## config.mk

```make
export PLATFORM = sky130hd
export DESIGN_NAME = fetch_stage_flat
export DESIGN_NICKNAME = d
export VERILOG_FILES = /design/src/rtl/fetch_stage_if.sv /design/src/rtl/fetch_stage.sv /design/src/flat_wrapper.sv
export SDC_FILE = /design/constraint.sdc
export NUM_CORES = 1
export LEC_CHECK = 0
export BUFFER_PORTS_ARGS = -buffer_cell sky130_fd_sc_hd__buf_4
export CAP_MARGIN = 20
export CORE_ASPECT_RATIO = 1.1
export CORE_UTILIZATION = 35
export DETAILED_ROUTE_END_ITERATION = 10
export HOLD_SLACK_MARGIN = 0.15
export PLACE_DENSITY = 0.49
export SLEW_MARGIN = 5
export SYNTH_ARGS = -nofsm -noshare
export SYNTH_HDL_FRONTEND = slang
export SYNTH_SLANG_ARGS = --single-unit
```

## constraint.sdc

```tcl
create_clock -name clk -period 7.5 [get_ports clk]
set_input_delay 0.75 -clock clk [delete_from_list [all_inputs] [get_ports clk]]
set_output_delay 0.75 -clock clk [all_outputs]
set_load 0.01 [all_outputs]
```

## src/rtl/fetch_stage_if.sv

```systemverilog
// Fetch-stage bus: PC register hookup, instruction-memory request/response,
// redirect input and the decode-side valid/ready channel.
interface fetch_stage_if #(
   parameter int WIDTH = 32
);
   logic [WIDTH-1:0] pc_cur;
   logic [WIDTH-1:0] pc_next;
   logic             pc_we;
   logic             imem_req_valid;
   logic             imem_req_ready;
   logic [WIDTH-1:0] imem_req_addr;
   logic             imem_rsp_valid;
   logic [31:0]      imem_rsp_data;
   logic             redirect_valid;
   logic [WIDTH-1:0] redirect_pc;
   logic             inst_valid;
   logic             inst_ready;
   logic [31:0]      inst_data;
   logic [WIDTH-1:0] inst_pc;

   modport master (
      input  pc_cur, imem_req_ready, imem_rsp_valid, imem_rsp_data,
             redirect_valid, redirect_pc, inst_ready,
      output pc_next, pc_we, imem_req_valid, imem_req_addr,
             inst_valid, inst_data, inst_pc
   );

   modport slave (
      output pc_cur, imem_req_ready, imem_rsp_valid, imem_rsp_data,
             redirect_valid, redirect_pc, inst_ready,
      input  pc_next, pc_we, imem_req_valid, imem_req_addr,
             inst_valid, inst_data, inst_pc
   );
endinterface

```

## src/rtl/fetch_stage.sv

```systemverilog
// Instruction fetch: issues in-order imem requests from the current PC, buffers
// returned words with their PCs for decode, and squashes in-flight work on redirect.
module fetch_stage #(
   parameter int WIDTH     = 32,
   parameter int BUF_DEPTH = 4
) (
   input logic           clk,
   input logic           reset,
   fetch_stage_if.master bus
);
   localparam int CW = $clog2(BUF_DEPTH + 1);
   localparam int PW = $clog2(BUF_DEPTH);
   localparam logic [CW-1:0]    CNT_ONE    = CW'(1);
   localparam logic [PW-1:0]    PTR_ONE    = PW'(1);
   localparam logic [CW:0]      DEPTH_W    = (CW + 1)'(BUF_DEPTH);
   localparam logic [WIDTH-1:0] ALIGN_MASK = ~(WIDTH'(3));
   localparam logic [WIDTH-1:0] PC_STEP    = WIDTH'(4);

   logic [WIDTH-1:0] buf_pc   [BUF_DEPTH];
   logic [31:0]      buf_data [BUF_DEPTH];
   logic [WIDTH-1:0] fly_pc   [BUF_DEPTH];
   logic [PW-1:0]    rd_ptr;
   logic [PW-1:0]    wr_ptr;
   logic [PW-1:0]    fly_rd;
   logic [PW-1:0]    fly_wr;
   logic [CW-1:0]    occupancy;
   logic [CW-1:0]    outstanding;
   logic [CW-1:0]    drop_cnt;

   logic             inst_valid;
   logic             pop;
   logic             credit;
   logic             req_valid;
   logic             req_fire;
   logic             rsp_ok;
   logic             rsp_keep;
   logic [CW:0]      used;
   logic [CW-1:0]    drop_load;

   // Credits count both in-flight requests and buffered words, so a response
   // always finds a free buffer slot.
   always_comb begin
      inst_valid = (occupancy != '0) & ~bus.redirect_valid & ~reset;
      pop        = inst_valid & bus.inst_ready;
      used       = {1'b0, outstanding} + {1'b0, occupancy} - {{CW{1'b0}}, pop};
      credit     = (used < DEPTH_W);
      req_valid  = credit & ~bus.redirect_valid & ~reset;
      req_fire   = req_valid & bus.imem_req_ready;
      rsp_ok     = bus.imem_rsp_valid & (outstanding != '0) & ~reset;
      rsp_keep   = rsp_ok & (drop_cnt == '0) & ~bus.redirect_valid;
      drop_load  = rsp_ok ? (outstanding - CNT_ONE) : outstanding;
   end

   assign bus.imem_req_valid = req_valid;
   assign bus.imem_req_addr  = bus.pc_cur;
   assign bus.pc_we          = ~reset & (bus.redirect_valid | req_fire);
   assign bus.pc_next        = bus.redirect_valid ? (bus.redirect_pc & ALIGN_MASK)
                                                  : (bus.pc_cur + PC_STEP);

   assign bus.inst_valid     = inst_valid;
   assign bus.inst_data      = buf_data[rd_ptr];
   assign bus.inst_pc        = buf_pc[rd_ptr];

   // Control state: pointers and counters.  A redirect leaves exactly the
   // requests still in flight after this cycle marked for discard.
   always_ff @(posedge clk) begin
      if (reset) begin
         rd_ptr      <= '0;
         wr_ptr      <= '0;
         occupancy   <= '0;
         fly_rd      <= '0;
         fly_wr      <= '0;
         outstanding <= '0;
         drop_cnt    <= '0;
      end else begin
         if (req_fire) fly_wr <= fly_wr + PTR_ONE;
         if (rsp_ok)   fly_rd <= fly_rd + PTR_ONE;

         case ({req_fire, rsp_ok})
            2'b10:   outstanding <= outstanding + CNT_ONE;
            2'b01:   outstanding <= outstanding - CNT_ONE;
            default: outstanding <= outstanding;
         endcase

         if (bus.redirect_valid) begin
            drop_cnt  <= drop_load;
            rd_ptr    <= '0;
            wr_ptr    <= '0;
            occupancy <= '0;
         end else begin
            if (rsp_ok && (drop_cnt != '0)) drop_cnt <= drop_cnt - CNT_ONE;
            if (rsp_keep) wr_ptr <= wr_ptr + PTR_ONE;
            if (pop)      rd_ptr <= rd_ptr + PTR_ONE;
            case ({rsp_keep, pop})
               2'b10:   occupancy <= occupancy + CNT_ONE;
               2'b01:   occupancy <= occupancy - CNT_ONE;
               default: occupancy <= occupancy;
            endcase
         end
      end
   end

   // Data storage carries no reset; validity is tracked by the control state.
   always_ff @(posedge clk) begin
      if (req_fire) fly_pc[fly_wr] <= bus.pc_cur;
      if (rsp_keep) begin
         buf_pc[wr_ptr]   <= fly_pc[fly_rd];
         buf_data[wr_ptr] <= bus.imem_rsp_data;
      end
   end
endmodule

```

## src/flat_wrapper.sv

```systemverilog
// flat-port wrapper written by rule: the top's interface ports become plain ports
module fetch_stage_flat 
#(
   parameter int WIDTH     = 32,
   parameter int BUF_DEPTH = 4
)
  (clk, reset, bus_pc_cur, bus_imem_req_ready, bus_imem_rsp_valid, bus_imem_rsp_data, bus_redirect_valid, bus_redirect_pc, bus_inst_ready, bus_pc_next, bus_pc_we, bus_imem_req_valid, bus_imem_req_addr, bus_inst_valid, bus_inst_data, bus_inst_pc);
  fetch_stage_if #(.WIDTH(WIDTH)) bus_i ();
  input logic clk;
  input logic reset;
  input wire logic [$bits(bus_i.pc_cur)-1:0] bus_pc_cur;
  input wire logic [$bits(bus_i.imem_req_ready)-1:0] bus_imem_req_ready;
  input wire logic [$bits(bus_i.imem_rsp_valid)-1:0] bus_imem_rsp_valid;
  input wire logic [$bits(bus_i.imem_rsp_data)-1:0] bus_imem_rsp_data;
  input wire logic [$bits(bus_i.redirect_valid)-1:0] bus_redirect_valid;
  input wire logic [$bits(bus_i.redirect_pc)-1:0] bus_redirect_pc;
  input wire logic [$bits(bus_i.inst_ready)-1:0] bus_inst_ready;
  output wire logic [$bits(bus_i.pc_next)-1:0] bus_pc_next;
  output wire logic [$bits(bus_i.pc_we)-1:0] bus_pc_we;
  output wire logic [$bits(bus_i.imem_req_valid)-1:0] bus_imem_req_valid;
  output wire logic [$bits(bus_i.imem_req_addr)-1:0] bus_imem_req_addr;
  output wire logic [$bits(bus_i.inst_valid)-1:0] bus_inst_valid;
  output wire logic [$bits(bus_i.inst_data)-1:0] bus_inst_data;
  output wire logic [$bits(bus_i.inst_pc)-1:0] bus_inst_pc;
  assign bus_i.pc_cur = bus_pc_cur;
  assign bus_i.imem_req_ready = bus_imem_req_ready;
  assign bus_i.imem_rsp_valid = bus_imem_rsp_valid;
  assign bus_i.imem_rsp_data = bus_imem_rsp_data;
  assign bus_i.redirect_valid = bus_redirect_valid;
  assign bus_i.redirect_pc = bus_redirect_pc;
  assign bus_i.inst_ready = bus_inst_ready;
  assign bus_pc_next = bus_i.pc_next;
  assign bus_pc_we = bus_i.pc_we;
  assign bus_imem_req_valid = bus_i.imem_req_valid;
  assign bus_imem_req_addr = bus_i.imem_req_addr;
  assign bus_inst_valid = bus_i.inst_valid;
  assign bus_inst_data = bus_i.inst_data;
  assign bus_inst_pc = bus_i.inst_pc;
  fetch_stage #(.WIDTH(WIDTH), .BUF_DEPTH(BUF_DEPTH)) u_core (.clk(clk), .reset(reset), .bus(bus_i));
endmodule
```

# Yosys cells after proc, flatten, opt, wreduce, memory -nomap -nowiden

Memories as Yosys holds them, arrays and structs flattened. A register that Yosys moved wholly into a read port is not among the register bits.
Index checks and enable logic that the tools add are counted.

Memories kept: 3
Output and inout bits: 131
Memory bits (writable): 384
Logic and storage cells: 66
Bits in registers: 17
Bits of input ports: 102

Memories:

| memory          | words | bits a word | read ports | clocked after Yosys merged registers in | wr ports | line              | RTL |
|---|---|---|---|---|---|---|---|
| u_core.buf_data | 4     | 32          | 1          | 1                                       | 1        | fetch_stage.sv:20 | `logic [31:0] buf_data [BUF_DEPTH];` |
| u_core.buf_pc   | 4     | 32          | 1          | 1                                       | 1        | fetch_stage.sv:19 | `logic [WIDTH-1:0] buf_pc [BUF_DEPTH];` |
| u_core.fly_pc   | 4     | 32          | 1          | 1                                       | 1        | fetch_stage.sv:21 | `logic [WIDTH-1:0] fly_pc [BUF_DEPTH];` |

Add/sub/neg operators: 12
Equality and inequality tests: 4
Mux-type cells: 16
Bitwise gates (word level): 14
Magnitude comparators: 1
Reductions and logical operators: 9

Operators by type and width:

| kind                  | number |
|---|---|
| $add 32x3->32 const B | 1 |
| $mux 32               | 1 |
| $mux 2                | 6 |
| $pmux 3 s2            | 2 |
| $and 1x1->1           | 11 |
| $mux 3                | 3 |
| $reduce_bool 3->1     | 3 |
| $sub 3x1->3 const B   | 3 |
| $add 2x1->2 const B   | 4 |
| $add 3x1->3 const B   | 2 |
| $reduce_bool 2->1     | 3 |
| $add 3x3->4           | 1 |
| $eq 2x1->1 const B    | 2 |
| $eq 2x2->1 const B    | 2 |
| $lt 4x3->1 const B    | 1 |
| $mux 1                | 4 |
| $sub 4x1->4           | 1 |
| $logic_not 3->1       | 1 |
| $not 1->1             | 2 |
| $reduce_or 2->1       | 1 |
| $logic_and 1x1->1     | 1 |
| $or 1x1->1            | 1 |

# Depth between registers and ports, before layout

Depth in word-level cells: 11
Gate-level depth with buffers: 15
Gate-level depth less buffers: 13

# Worst setup path after synthesis

No wires, ideal clock.

Path type: in2reg
From: input port reset
To: memory u_core.fly_pc[0][0] (enable)
Buffers on the path: 2
Required time: 7,108 ps
Cell stages on the path: 11
Slack: 3,361 ps
Library setup time: 392 ps
Data arrival time: 3,747 ps
Path through: buf_6 or2_2 nor3b_1 ha_1 inv_1 ha_1 and3b_1 clkbuf_1 or4_4 nand2_2 and2_1

Cells in the longest elaborated chain, start to end: 10

Ends and longest elaborated chain:

| item                         | line               | RTL |
|---|---|---|
| from (decl)                  | flat_wrapper.sv:10 | `input logic reset;` |
| $not 1->1                    | fetch_stage.sv:43  | `inst_valid = (occupancy != '0) & ~bus.redirect_valid & ~reset;` |
| $and 1x1->1                  | fetch_stage.sv:43  |  |
| $and 1x1->1                  | fetch_stage.sv:44  | `pop = inst_valid & bus.inst_ready;` |
| named net u_core.pop         | fetch_stage.sv:31  | `logic pop;` |
| $sub 4x1->4                  | fetch_stage.sv:45  | `used = {1'b0, outstanding} + {1'b0, occupancy} - {{CW{1'b0}}, pop};` |
| $lt 4x3->1                   | fetch_stage.sv:46  | `credit = (used < DEPTH_W);` |
| $and 1x1->1 (2 in series)    | fetch_stage.sv:47  | `req_valid = credit & ~bus.redirect_valid & ~reset;` |
| $and 1x1->1                  | fetch_stage.sv:48  | `req_fire = req_valid & bus.imem_req_ready;` |
| $mux 1                       | fetch_stage.sv:105 | `if (req_fire) fly_pc[fly_wr] <= bus.pc_cur;` |
| $mux 1 (implied by the code) | fetch_stage.sv:105 |  |
| to (decl)                    | fetch_stage.sv:21  |  |

The timed path passes the listed nets, and every way through them passes these cells.

# Final worst setup path

From: input port bus_redirect_valid
To: output port bus_pc_we

Cells in the longest elaborated chain, start to end: 11

Ends and longest elaborated chain:

| item                      | line               | RTL |
|---|---|---|
| from (decl)               | flat_wrapper.sv:15 | `input wire logic [$bits(bus_i.redirect_valid)-1:0] bus_redirect_valid;` |
| $not 1->1                 | fetch_stage.sv:43  |  |
| $and 1x1->1 (2 in series) | fetch_stage.sv:43  |  |
| $and 1x1->1               | fetch_stage.sv:44  |  |
| named net u_core.pop      | fetch_stage.sv:31  |  |
| $sub 4x1->4               | fetch_stage.sv:45  |  |
| $lt 4x3->1                | fetch_stage.sv:46  |  |
| $and 1x1->1 (2 in series) | fetch_stage.sv:47  |  |
| $and 1x1->1               | fetch_stage.sv:48  |  |
| $or 1x1->1                | fetch_stage.sv:56  | `assign bus.pc_we = ~reset & (bus.redirect_valid \| req_fire);` |
| $and 1x1->1               | fetch_stage.sv:56  |  |
| to (decl)                 | flat_wrapper.sv:19 | `output wire logic [$bits(bus_i.pc_we)-1:0] bus_pc_we;` |

The timed path passes the listed nets, and every way through them passes these cells.

==> flow_summary.json <==
{
  "clk_latency_ns": 0.54,
  "cts_sinks": 405,
  "die_w_um": 208,
  "p_seq_share_pct": 49.5,
  "rrSetupSlack_ns": 3.94,
  "drv_cap": 0,
  "slew-limit-headroom_pct": 27.7,
  "ys_seq_elements": 405,
  "synth_area_per_cell_um2": 19.2,
  "status": "complete, no violations",
  "p_sw_uw": 1050,
  "power_density_nw_per_um2": 256,
  "cts_tree": "done",
  "h-tree-depth": 2,
  "dieArea_um2": 47700,
  "port_buffers": 230,
  "holdBufCountCts": 0,
  "synthFlopType": "edfxtp_1",
  "path_clk_slew_ns": 0.06,
  "async_reset_ff_share_pct": 0,
  "core-area_um2": 45900,
  "place_congestion": 0.742,
  "crit_slowest_cell": "or4_4",
  "synth_compound_area_share_pct": 2.57,
  "ant_nets": 0,
  "cp.depth": 10,
  "power_frac_comb_pct": 6.7,
  "vias": 8586,
  "routed_wl_um": 35600,
  "synth.most_common_cell": "edfxtp_1",
  "grt_pass1_vias": 8897,
  "cts_buffers": 42,
  "antenna_found_initial": 0,
  "synth_top_area_share_pct": 70.4,
  "reg2reg_depth": 9,
  "synthTopCellsByArea": "edfxtp_1 70%, mux4_2 13%, dfxtp_1 2.6%",
  "synth-edff-count": 384,
  "cts_resized": 0,
  "r2r_start": "u_core.occupancy[2]",
  "syn_inst": 855,
  "synth_top_family_by_area": "multiplexers",
  "setup_viol": 0,
  "hp-class": "input pin to register",
  "drive_gt1_share_pct": 37.9,
  "critPathKind": "input pin to output port",
  "fill_cells": 4022,
  "p_int_uw": 4080,
  "dp_hpwl_um": 21100,
  "timing.fmax_mhz": 226,
  "path_cells": "buf_4 > or2_2 > nor3b_1 > ha_1 > inv_1 > ha_1 > and3b_1 > or4_4 > a31oi_1 > buf_4",
  "fin_worst_skew_ns": 0.0146,
  "muxShareOfSynthArea_pct": 13.6,
  "cp_max_fo": 51,
  "ys_warn_count": 0,
  "slew_violations": 0,
  "place_area_um2": 18500,
  "period_needed_ns": 4.42,
  "nets": 1192,
  "grt-ovfl-total": 0,
  "multiInputGateArea_um2": 3950,
  "switching_share_pct": 20.4,
  "drc": 0,
  "worst_slew_pin_slew_ns": 1.08,
  "track_usage_pct": 15.2,
  "pre_cts_slack_ns": 2.81,
  "leakage_uw": 0.00664,
  "seqCellArea_um2": 12000,
  "reg2reg_to": "u_core.fly_pc[2][12]",
  "postCtsSetupBuffers": 0,
  "synth-adder-area-share_pct": 1.73,
  "tns_ns": 0,
  "critPathArrivalTime_ns": 3.67,
  "min_path_cells": 1,
  "synth_nets": 979,
  "area_growth_pct": 22.4,
  "synth.distinct_cells": 53,
  "max_stage_delay_ns": 0.57,
  "synth_xor_area_share_pct": 1.18,
  "synth_commonest_cells": "384 x edfxtp_1, 96 x mux4_2, 32 x buf_4",
  "drtIter0Drc": 388,
  "timing.final.crit_share_pct": 58.9,
  "crit_end": "bus_pc_we",
  "io_pins": 233,
  "clockBufferDepth": 3,
  "clock-root-buffer": "clkbuf_16",
  "hold_violations": 0,
  "grt_pass1_wl_um": 54600,
  "cpLargestDelayFamily": "simple AND/OR/NAND/NOR gates",
  "startpoint_type": "input pin",
  "worstPathRequired_ns": 6.75,
  "ir_drop_uv": 151,
  "synthesis.area_um2": 16400,
  "start_util_pct": 35.7,
  "rows": 82,
  "via_per_inst": 5.08,
  "dr.pass1.iters": 6,
  "grt_setup_unrepaired": "false",
  "worstSetupEndpointType": "output port",
  "crit_start": "bus_redirect_valid",
  "yosysSeqAreaShare_pct": 73.0,
  "synth-simple-area-share_pct": 4.98,
  "diodes": 0,
  "die-height_um": 229,
  "layout_setup_ws_ns": 3.08,
  "finalInstanceArea_um2": 20000,
  "crit_buf_inv": 3,
  "synth_top_area_cell": "edfxtp_1",
  "wl_per_cell_um": 21.1,
  "grt_max_degree": 65,
  "clock_power_share_pct": 43.8
}
-- power by group through the flow --
stage                     Clock [µW]  Sequential (µW)  Combinational, µW
after detailed placement           0             2580                350
after floorplan                    0             2580                197
after global placement             0             2580                346
after global routing            2400             2540                378
after CTS                       2310             2540                352
final                           2250             2540                344
-- layout make-up --
cell class / instances / area share, %
Clock inverter: 27 / 1.80
Timing Repair Buffer: 238 / 9.01
Tap cell: 588 / 3.67
Multi-Input combinational cell: 358 / 19.7
Clock buffer: 50 / 5.71
Inverter: 23 / 0.431
Sequential cell: 405 / 59.7
-- worst min-delay path by stage --
stage	startpoint	to	slack [ns]
floorplan	u_core.occupancy[2]	u_core.occupancy[2]	0.47
global placement	u_core.occupancy[2]	u_core.occupancy[2]	0.49
detailed placement	u_core.occupancy[2]	u_core.occupancy[2]	0.51
CTS	bus_imem_rsp_data[19]	u_core.buf_data[1][19]	0.38
global route	bus_imem_rsp_data[1]	u_core.buf_data[3][1]	0.39
finish	bus_imem_rsp_data[19]	u_core.buf_data[2][19]	0.41
-- layout by cell type, fill, tap and decap left out, drive strengths merged, types with 4 or more instances in the layout --
cell type / instances
edfxtp: 384
buf: 238
mux4: 96
clkbuf: 50
nor2: 30
nand2: 26
inv: 22
ha: 21
o21ai: 21
dfxtp: 21
nand3: 17
clkinv: 15
xor2: 14
a31oi: 12
or4: 12
nand4: 10
bufinv: 9
and2: 9
o31ai: 8
a21oi: 8
xnor2: 8
and3: 6
and4: 6
or3: 6
o211ai: 6
nor2b: 5
clkinvlp: 4
-- flip-flops by register name (all words and copies together), names as in the netlist, 3 cells and up, named ones only --
| name | count |
|---|---|
| u_core.buf_data | 128 |
| u_core.buf_pc | 128 |
| u_core.drop_cnt | 3 |
| u_core.fly_pc | 128 |
| u_core.occupancy | 3 |
| u_core.outstanding | 3 |
-- cell families after synthesis --
family / after synthesis
flops: 405
simple gates: 146
mux: 102
buf+inv: 92
compound gates: 66
xor+xnor: 22
fa+ha+maj: 22
-- routing by layer --
layer	track usage, %	up-vias	share of wire (%)
li1	-	3877	-
met1	20.5	4416	45
met2	24.9	239	48
met3	2.90	54	4.8
met4	4.38	0	2.0
met5	0	-	0
-- stage by stage --
step	power (µW)	hold WS (ns)	util (%)	cells
after global placement	2930	0.488	40.4	1611
final	5120	0.413	43.7	1689
after detailed placement	2930	0.506	40.4	1611
after global routing	5320	0.389	43.7	1689
after CTS	5200	0.376	43.7	1688
after floorplan	2770	0.472	-	855
Power figures use the tool's default switching activity.
